**src/rtl/tape_in.sv**
```systemverilog
// Cassette input conditioner: two-flop synchroniser, ce-driven deglitch filter,
// half-period measurement between accepted edges and a tape-activity timeout.
module tape_in #(
  parameter int FILTER_LEN  = 4,
  parameter int ACT_TIMEOUT = 6000000,
  parameter int PERIOD_W    = 16
) (
  input  logic                clk_sys,
  input  logic                reset_n,
  input  logic                ce,
  input  logic                enable,
  input  logic                tape_raw,
  output logic                tape_bit,
  output logic                tape_edge,
  output logic                tape_rise,
  output logic [PERIOD_W-1:0] last_period,
  output logic                period_valid,
  output logic                tape_active,
  output logic [1:0]          dbg_state
);

  localparam int ACT_W = (ACT_TIMEOUT < 2) ? 1 : $clog2(ACT_TIMEOUT + 1);
  localparam logic [3:0]          FLT_LAST = 4'(FILTER_LEN - 1);
  localparam logic [ACT_W-1:0]    ACT_LOAD = ACT_W'(ACT_TIMEOUT);
  localparam logic [PERIOD_W-1:0] PER_MAX  = '1;

  typedef enum logic [1:0] {
    IDLE  = 2'd0,
    FIRST = 2'd1,
    TRACK = 2'd2
  } state_e;

  logic                meta_q, sync_q;
  logic [3:0]          flt_q, flt_d;
  logic [PERIOD_W-1:0] per_q, per_d, per_inc;
  logic [ACT_W-1:0]    act_q, act_d;
  state_e              state_q;
  logic                tape_bit_q, edge_q, rise_q, valid_q, active_q;
  logic [PERIOD_W-1:0] last_q;
  logic                accept, act_expire;

  always_ff @(posedge clk_sys or negedge reset_n) begin
    if (!reset_n) begin
      meta_q <= 1'b0;
      sync_q <= 1'b0;
    end else begin
      meta_q <= tape_raw;
      sync_q <= meta_q;
    end
  end

  always_comb begin
    accept = 1'b0;
    flt_d  = flt_q;
    if (!enable) begin
      flt_d = '0;
    end else if (ce) begin
      // Any sample matching the published level restarts the filter.
      if (sync_q == tape_bit_q) begin
        flt_d = '0;
      end else if (flt_q == FLT_LAST) begin
        accept = 1'b1;
        flt_d  = '0;
      end else begin
        flt_d = flt_q + 4'd1;
      end
    end

    per_inc = (per_q == PER_MAX) ? PER_MAX : per_q + PERIOD_W'(1);
    per_d   = per_q;
    if (enable && ce) per_d = accept ? '0 : per_inc;

    act_d = act_q;
    if (!enable)                        act_d = '0;
    else if (accept)                    act_d = ACT_LOAD;
    else if (ce && (act_q != '0))       act_d = act_q - ACT_W'(1);

    act_expire = enable && ce && !accept && (act_q == ACT_W'(1));
  end

  always_ff @(posedge clk_sys or negedge reset_n) begin
    if (!reset_n) begin
      flt_q <= '0;
      per_q <= '0;
      act_q <= '0;
    end else begin
      flt_q <= flt_d;
      per_q <= per_d;
      act_q <= act_d;
    end
  end

  // Measurement FSM; the first edge of a burst only arms the period counter.
  always_ff @(posedge clk_sys or negedge reset_n) begin
    if (!reset_n) begin
      state_q    <= IDLE;
      tape_bit_q <= 1'b0;
      edge_q     <= 1'b0;
      rise_q     <= 1'b0;
      last_q     <= '0;
      valid_q    <= 1'b0;
      active_q   <= 1'b0;
    end else begin
      edge_q   <= accept;
      active_q <= (act_d != '0);
      if (accept) begin
        tape_bit_q <= sync_q;
        rise_q     <= sync_q;
      end
      if (!enable) begin
        state_q <= IDLE;
        valid_q <= 1'b0;
      end else if (accept) begin
        unique case (state_q)
          IDLE:  state_q <= FIRST;
          FIRST: begin
            state_q <= TRACK;
            last_q  <= per_inc;
            valid_q <= 1'b1;
          end
          TRACK: last_q <= per_inc;
          default: begin
            state_q <= IDLE;
            valid_q <= 1'b0;
          end
        endcase
      end else if (act_expire) begin
        state_q <= IDLE;
        valid_q <= 1'b0;
      end
    end
  end

  assign tape_bit     = tape_bit_q;
  assign tape_edge    = edge_q;
  assign tape_rise    = rise_q;
  assign last_period  = last_q;
  assign period_valid = valid_q;
  assign tape_active  = active_q;
  assign dbg_state    = state_q;

endmodule

```
**config.mk**
```make
export PLATFORM = sky130hd
export DESIGN_NAME = tape_in
export DESIGN_NICKNAME = d
export VERILOG_FILES = /design/src/rtl/tape_in.sv
export SDC_FILE = /design/constraint.sdc
export NUM_CORES = 1
export LEC_CHECK = 0
export ABC_AREA = 1
export CELL_PAD_IN_SITES_DETAIL_PLACEMENT = 1
export CELL_PAD_IN_SITES_GLOBAL_PLACEMENT = 2
export CORE_MARGIN = 2
export CORE_UTILIZATION = 34
export DETAILED_ROUTE_END_ITERATION = 8
export PLACE_DENSITY = 0.76
export SYNTH_ARGS = -nofsm -noshare
export SYNTH_HDL_FRONTEND = slang
export SYNTH_SLANG_ARGS = --single-unit
```
**constraint.sdc**
```tcl
create_clock -name clk_sys -period 2.5 [get_ports clk_sys]
set_input_delay 0.75 -clock clk_sys [delete_from_list [all_inputs] [get_ports clk_sys]]
set_output_delay 0.75 -clock clk_sys [all_outputs]
set_load 0.1 [all_outputs]
```
* After elaboration in Yosys (flattened, before gate mapping)
Index checks and enable logic that the tools add are counted.
** Operators by class
- $add $sub $neg :: 3
- Multipliers :: 0
- Divide/modulo/power cells :: 0
- Order comparisons :: 0
- Equal/unequal tests :: 10
- Shifts and indexed selects :: 0
- Muxes and demuxes :: 21
- Bitwise gates (word level) :: 0
- Reduce and logical (&&, ||, !) cells :: 13
** Operators with widths (count)
- 23-bit two-way mux :: 3
- 23-bit nonzero test :: 2
- 16-bit two-way mux :: 2
- 23-bit by 1-bit == test with 1-bit output, second input constant :: 1
- 23-bit by 1-bit subtractor with 23-bit output, second input constant :: 1
- 16-bit by 1-bit adder with 16-bit output, second input constant :: 1
- 16-bit == test, second input constant :: 1
- 4-bit two-way mux :: 4
- 1-bit two-way mux :: 7
- 2-bit two-way mux :: 3
- 3-bit inequality test, second input constant :: 2
- 2-bit case mux with 3 select lines :: 1
- 4-bit by 1-bit adder with 4-bit output, second input constant :: 1
- 4-bit by 2-bit == test with 1-bit output, second input constant :: 1
- 1-bit logical AND :: 4
- 2-bit AND reduction :: 2
- 2-bit OR reduction :: 2
- 3-bit by 1-bit inequality test with 1-bit output, second input constant :: 1
- 3-bit AND reduction :: 1
- 2-bit by 1-bit == test with 1-bit output, second input constant :: 1
- 2-bit == test, second input constant :: 1
- 2-bit logical NOT :: 1
- 2-bit inequality test, second input constant :: 1
- 1-bit case mux with 2 select lines :: 1
- 2 further kinds :: 2
** Storage, ports and cells
- Register bits after elaboration :: 67
- Bits in latches :: 0
- RAM bits :: 0
- Memory bits (read-only) :: 0
- Bits of input ports :: 5
- Output and inout port bits :: 23
- Word-level logic and storage cells :: 58
- Memories :: 0

* Logic depth before layout (Yosys ltp)
- Depth after elaboration :: 11
- Depth in mapped cells :: 16
- Depth with buffers taken out :: 15

* Least setup slack after synthesis
OpenSTA, ideal clock, no wires.
- Path type :: reg2reg
- Start :: register tape_rise (netlist name)
- End :: register valid_q (netlist: period_valid)
- Data arrival time :: 2.155 ns
- Required time :: 2.417 ns
- Slack :: 0.262 ns
- Stages on the path, launching flop included :: 10
- Buffers on the path :: 1
- Path through :: dfrtp_1 > xnor2_1 > nor3_1 > nand2_1 > buf_2 > o21ai_0 > inv_1 > nand2_1 > nand2_1 > o21ai_0
** RTL lines
- end signal: assignment :: line 101 : valid_q <= 1'b0;
- end signal: assignment :: line 112 : valid_q <= 1'b0;
- end signal: assignment :: line 119 : valid_q <= 1'b1;
- end: declaration :: line 38 : logic tape_bit_q, edge_q, rise_q, valid_q, active_q;

* Final worst setup path
- Start :: register act_q[0]
- End :: register active_q (netlist: tape_active)
** Between the ends
- Word-level cells in the longest chain between the ends :: 6
- Elaborated cells on any way between the ends :: 7
- Classes of those cells :: 1 x add/sub; 3 x mux; 3 x reduce/logical
** RTL lines
- start: declaration :: line 36 : logic [ACT_W-1:0] act_q, act_d;
- start signal: assignment :: line 89 : act_q <= act_d;
- parallel branches: the longest is 2 deep, another holds 23-bit by 1-bit subtractor with 23-bit output
- 23-bit two-way mux * :: line 76 : else if (ce && (act_q != '0)) act_d = act_q - ACT_W'(1);
- 23-bit two-way mux * :: line 75 : else if (accept) act_d = ACT_LOAD;
- 23-bit two-way mux * :: line 74 : if (!enable) act_d = '0;
- 23-bit nonzero test * :: line 105 : active_q <= (act_d != '0);
- end signal: assignment :: line 105
- end: declaration :: line 38
Mark *: on every way between the ends.
A chain may end at the register's enable or synchronous reset.

==> reports/metrics.cfg <==
[status]
status = finished, final reports clean

[yosys]
synth_area_per_cell_um2 = 7.297
ys_types = 30
ys_ff_latch = 67
synthArstFlopShare_pct = 100.0
synthCells = 529
synth_top_cell_area_share_pct = 43.44
synth_area_leader_cell = dfrtp_1
synth.net_count = 543
synth_edf_count = 0
synth_warnings = 0
ys.flop_type = dfrtp_1
netlist_top_cells_area = dfrtp_1 (43%), nand2_1 (17%), inv_1 (6.4%)
synth_area_um2 = 3860
seq_area_frac_synth_pct = 43.44

[place]
place_congestion = 0.8912
placed_area_um2 = 4408
numPortBuffers = 27
place_hpwl_um = 8441

[clocking]
numCtsBuffers = 9
cts.clk_slew.worst_paths_ns = 0.06
clkSinkCount = 67
htreeDepth = 3
cts_tree = yes
clk_latency_ns = 0.34
cts_root_buffer = clkbuf_16
post_cts_buffers = 0
ctsHoldBuffers = 0
cts_buffer_depth = 2

[critical_path]
cp_max_fo = 5
path_class = reg2reg
max_stage_delay_ns = 0.41
required_ns = 2.73
crit_top_cell = nand2_1
crit_arrival_ns = 2.47
critPathLaunchType = flip-flop
cp_slowest_cell = dfrtp_1
cp_top_family = simple AND/OR/NAND/NOR gates
endpoint_kind = flip-flop
crit_chain = inv_1 -> ha_1 -> nand2_1 -> inv_1 -> nand2_1 -> nor2_2 -> nand2_1 -> o21ai_0 -> nand3_1 -> nand2_1 -> nand3_1 -> nor2_1 -> nand2_1
crit_buf_inv = 2

[grt]
antenna_found_initial = 0
grt_pass1_vias = 3840
grt_max_degree = 68
grt_usage_pct = 19.16
overflow = 0
grt_pass1_wl_um = 18850

[sta]
rsz0062_at_grt = false
worst_pin_slew_ns = 0.5900
finalCritPeriodShare_pct = 89.63
period_needed_ns = 2.241
skew_ns = 0.004672
max_freq_ghz = 0.4463
slew_headroom_pct = 60.63
hold_viol = 0
slew_violations = 0
setup_viol = 0

[layout]
fillCellCount = 1405
finalCoreUtilization_pct = 43.25
antenna_cells = 0
final_nets = 594
final_area_um2 = 4730
final_common_cell = nand2_1
mostFrequentLayoutCells = nand2_1 (171), dfrtp_1 (67), inv_1 (66)
drive_gt1_share_pct = 14.87
syn2layout_area_growth_pct = 22.53

[drt]
via_per_inst = 4.884
first_pass_iters = 4
ant_nets = 0
drt_iter0_drc = 111
vias = 3541
wl_um = 10950
drc = 0
wl_per_cell_um = 15.11

[pwr]
p_leak_nw = 2.600
clockPowerShare_pct = 22.1
switching_share_pct = 45.23
irDropWorstVdd_mv = 0.5132
pwr-share-comb_pct = 51.7
powerDensity_nw_per_um2 = 1266
p_int_mw = 3.280
share_seq_of_total_power_pct = 26.1
switchingPower_mw = 2.709

[die]
placementRows = 38
io_pins = 28
core_um2 = 10940
initial_core_util_pct = 35.30
die_w_um = 110.6
die_h_um = 110.6
die-area_um2 = 12220

[worst_hold_path]
min-delay-path-class = reg2reg

[run]
drv_cap = 0

## layout make-up
class / count / area, um^2 / area share [%]
tap: 140 / 175.2 / 3.704
sequential: 67 / 1677 / 35.45
clock buffer: 10 / 229.0 / 4.841
multi-input combinational: 378 / 1854 / 39.21
clock inverter: 6 / 80.08 / 1.693
timing repair buffer: 55 / 455.4 / 9.630
inverter: 69 / 259.0 / 5.476
## kinds of logic (layout without fill, tap and decap cells)
| logic type | Yosys count | in the layout | synth area share (%) |
|---|---|---|---|
| adder cells (fa/ha/maj) | 9 | 9 | 2.917 |
| flip-flops | 67 | 67 | 43.44 |
| AND/OR/NAND/NOR | 299 | 299 | 33.35 |
| XOR/XNOR | 17 | 17 | 3.857 |
| buffers and inverters | 84 | 140 | 8.849 |
| AO/OA/AOI/OAI | 53 | 53 | 7.585 |
## through the flow
stage               power, mW  hold WS, ns  setup slack (ns)  std cells  setup TNS [ns]
global route            6.566       0.3763         0.0003213        725               0
global placement        4.616       0.3445           -0.2564        709          -1.521
CTS                     6.063       0.3555            0.1551        725               0
floorplan               3.704       0.3312            0.2623        529               0
detailed placement      4.695       0.3426           -0.4087        709          -2.598
finish                  5.989       0.3528            0.2592        725               0
## flip-flops by register name, summed over array words and instances (netlist names)
| name | cells |
|---|---|
| sync_q | 1 |
| period_valid | 1 |
| meta_q | 1 |
| tape_edge | 1 |
| tape_rise | 1 |
| act_q | 23 |
| last_period | 16 |
| tape_active | 1 |
| dbg_state | 2 |
| flt_q | 4 |
| per_q | 16 |
## path summary, 6_finish.rpt
path	startpoint	to	slack, ns	cells after the start
setup reg to reg	act_q[0]$_DFF_PN0_	tape_active$_DFF_PN0_	0.26	13
hold reg to reg	meta_q$_DFF_PN0_	sync_q$_DFF_PN0_	0.35	0
setup / recovery	act_q[0]$_DFF_PN0_	tape_active$_DFF_PN0_	0.26	13
hold / removal	meta_q$_DFF_PN0_	sync_q$_DFF_PN0_	0.35	0
min in group asynchronous	reset_n	act_q[11]$_DFF_PN0_	0.44	2
max in group asynchronous	reset_n	per_q[8]$_DFFE_PN0P_	1.78	2
## layer usage
layer	part of all wire [%]	global-route usage, %
met1	44	22.90
met2	51	33.82
met3	2.2	4.007
met4	2.3	7.167
met5	0	0
## cells in the mapped netlist, types with 2 or more instances
cell type / number
a21oi_1: 5
buf_2: 6
buf_4: 3
clkbuf_1: 5
dfrtp_1: 67
ha_1: 9
inv_1: 66
inv_2: 3
nand2_1: 172
nand3_1: 40
nand3b_1: 6
nand4_1: 7
nor2_1: 53
nor2_2: 8
nor3_1: 7
nor3_2: 2
o21ai_0: 30
o21ai_1: 3
o22ai_1: 11
xnor2_1: 6
xor2_1: 11
## power groups by stage
stage                     combinational (mW)  clock (mW)  sequential (mW)
final                                   3.10        1.32             1.57
after global routing                    3.55        1.41             1.60
after CTS                               3.13        1.37             1.56
after detailed placement                3.11           0             1.58
after global placement                  3.04           0             1.58
after floorplan                         2.15           0             1.55
## what timing repair did
item                       4_1_cts  5_1_grt
setup endpoints to repair        1        2
gates resized for setup          1        3
hold endpoints to repair         0        0
gates cloned                     0        0
Note: power is estimated with default switching activity, not from simulation.
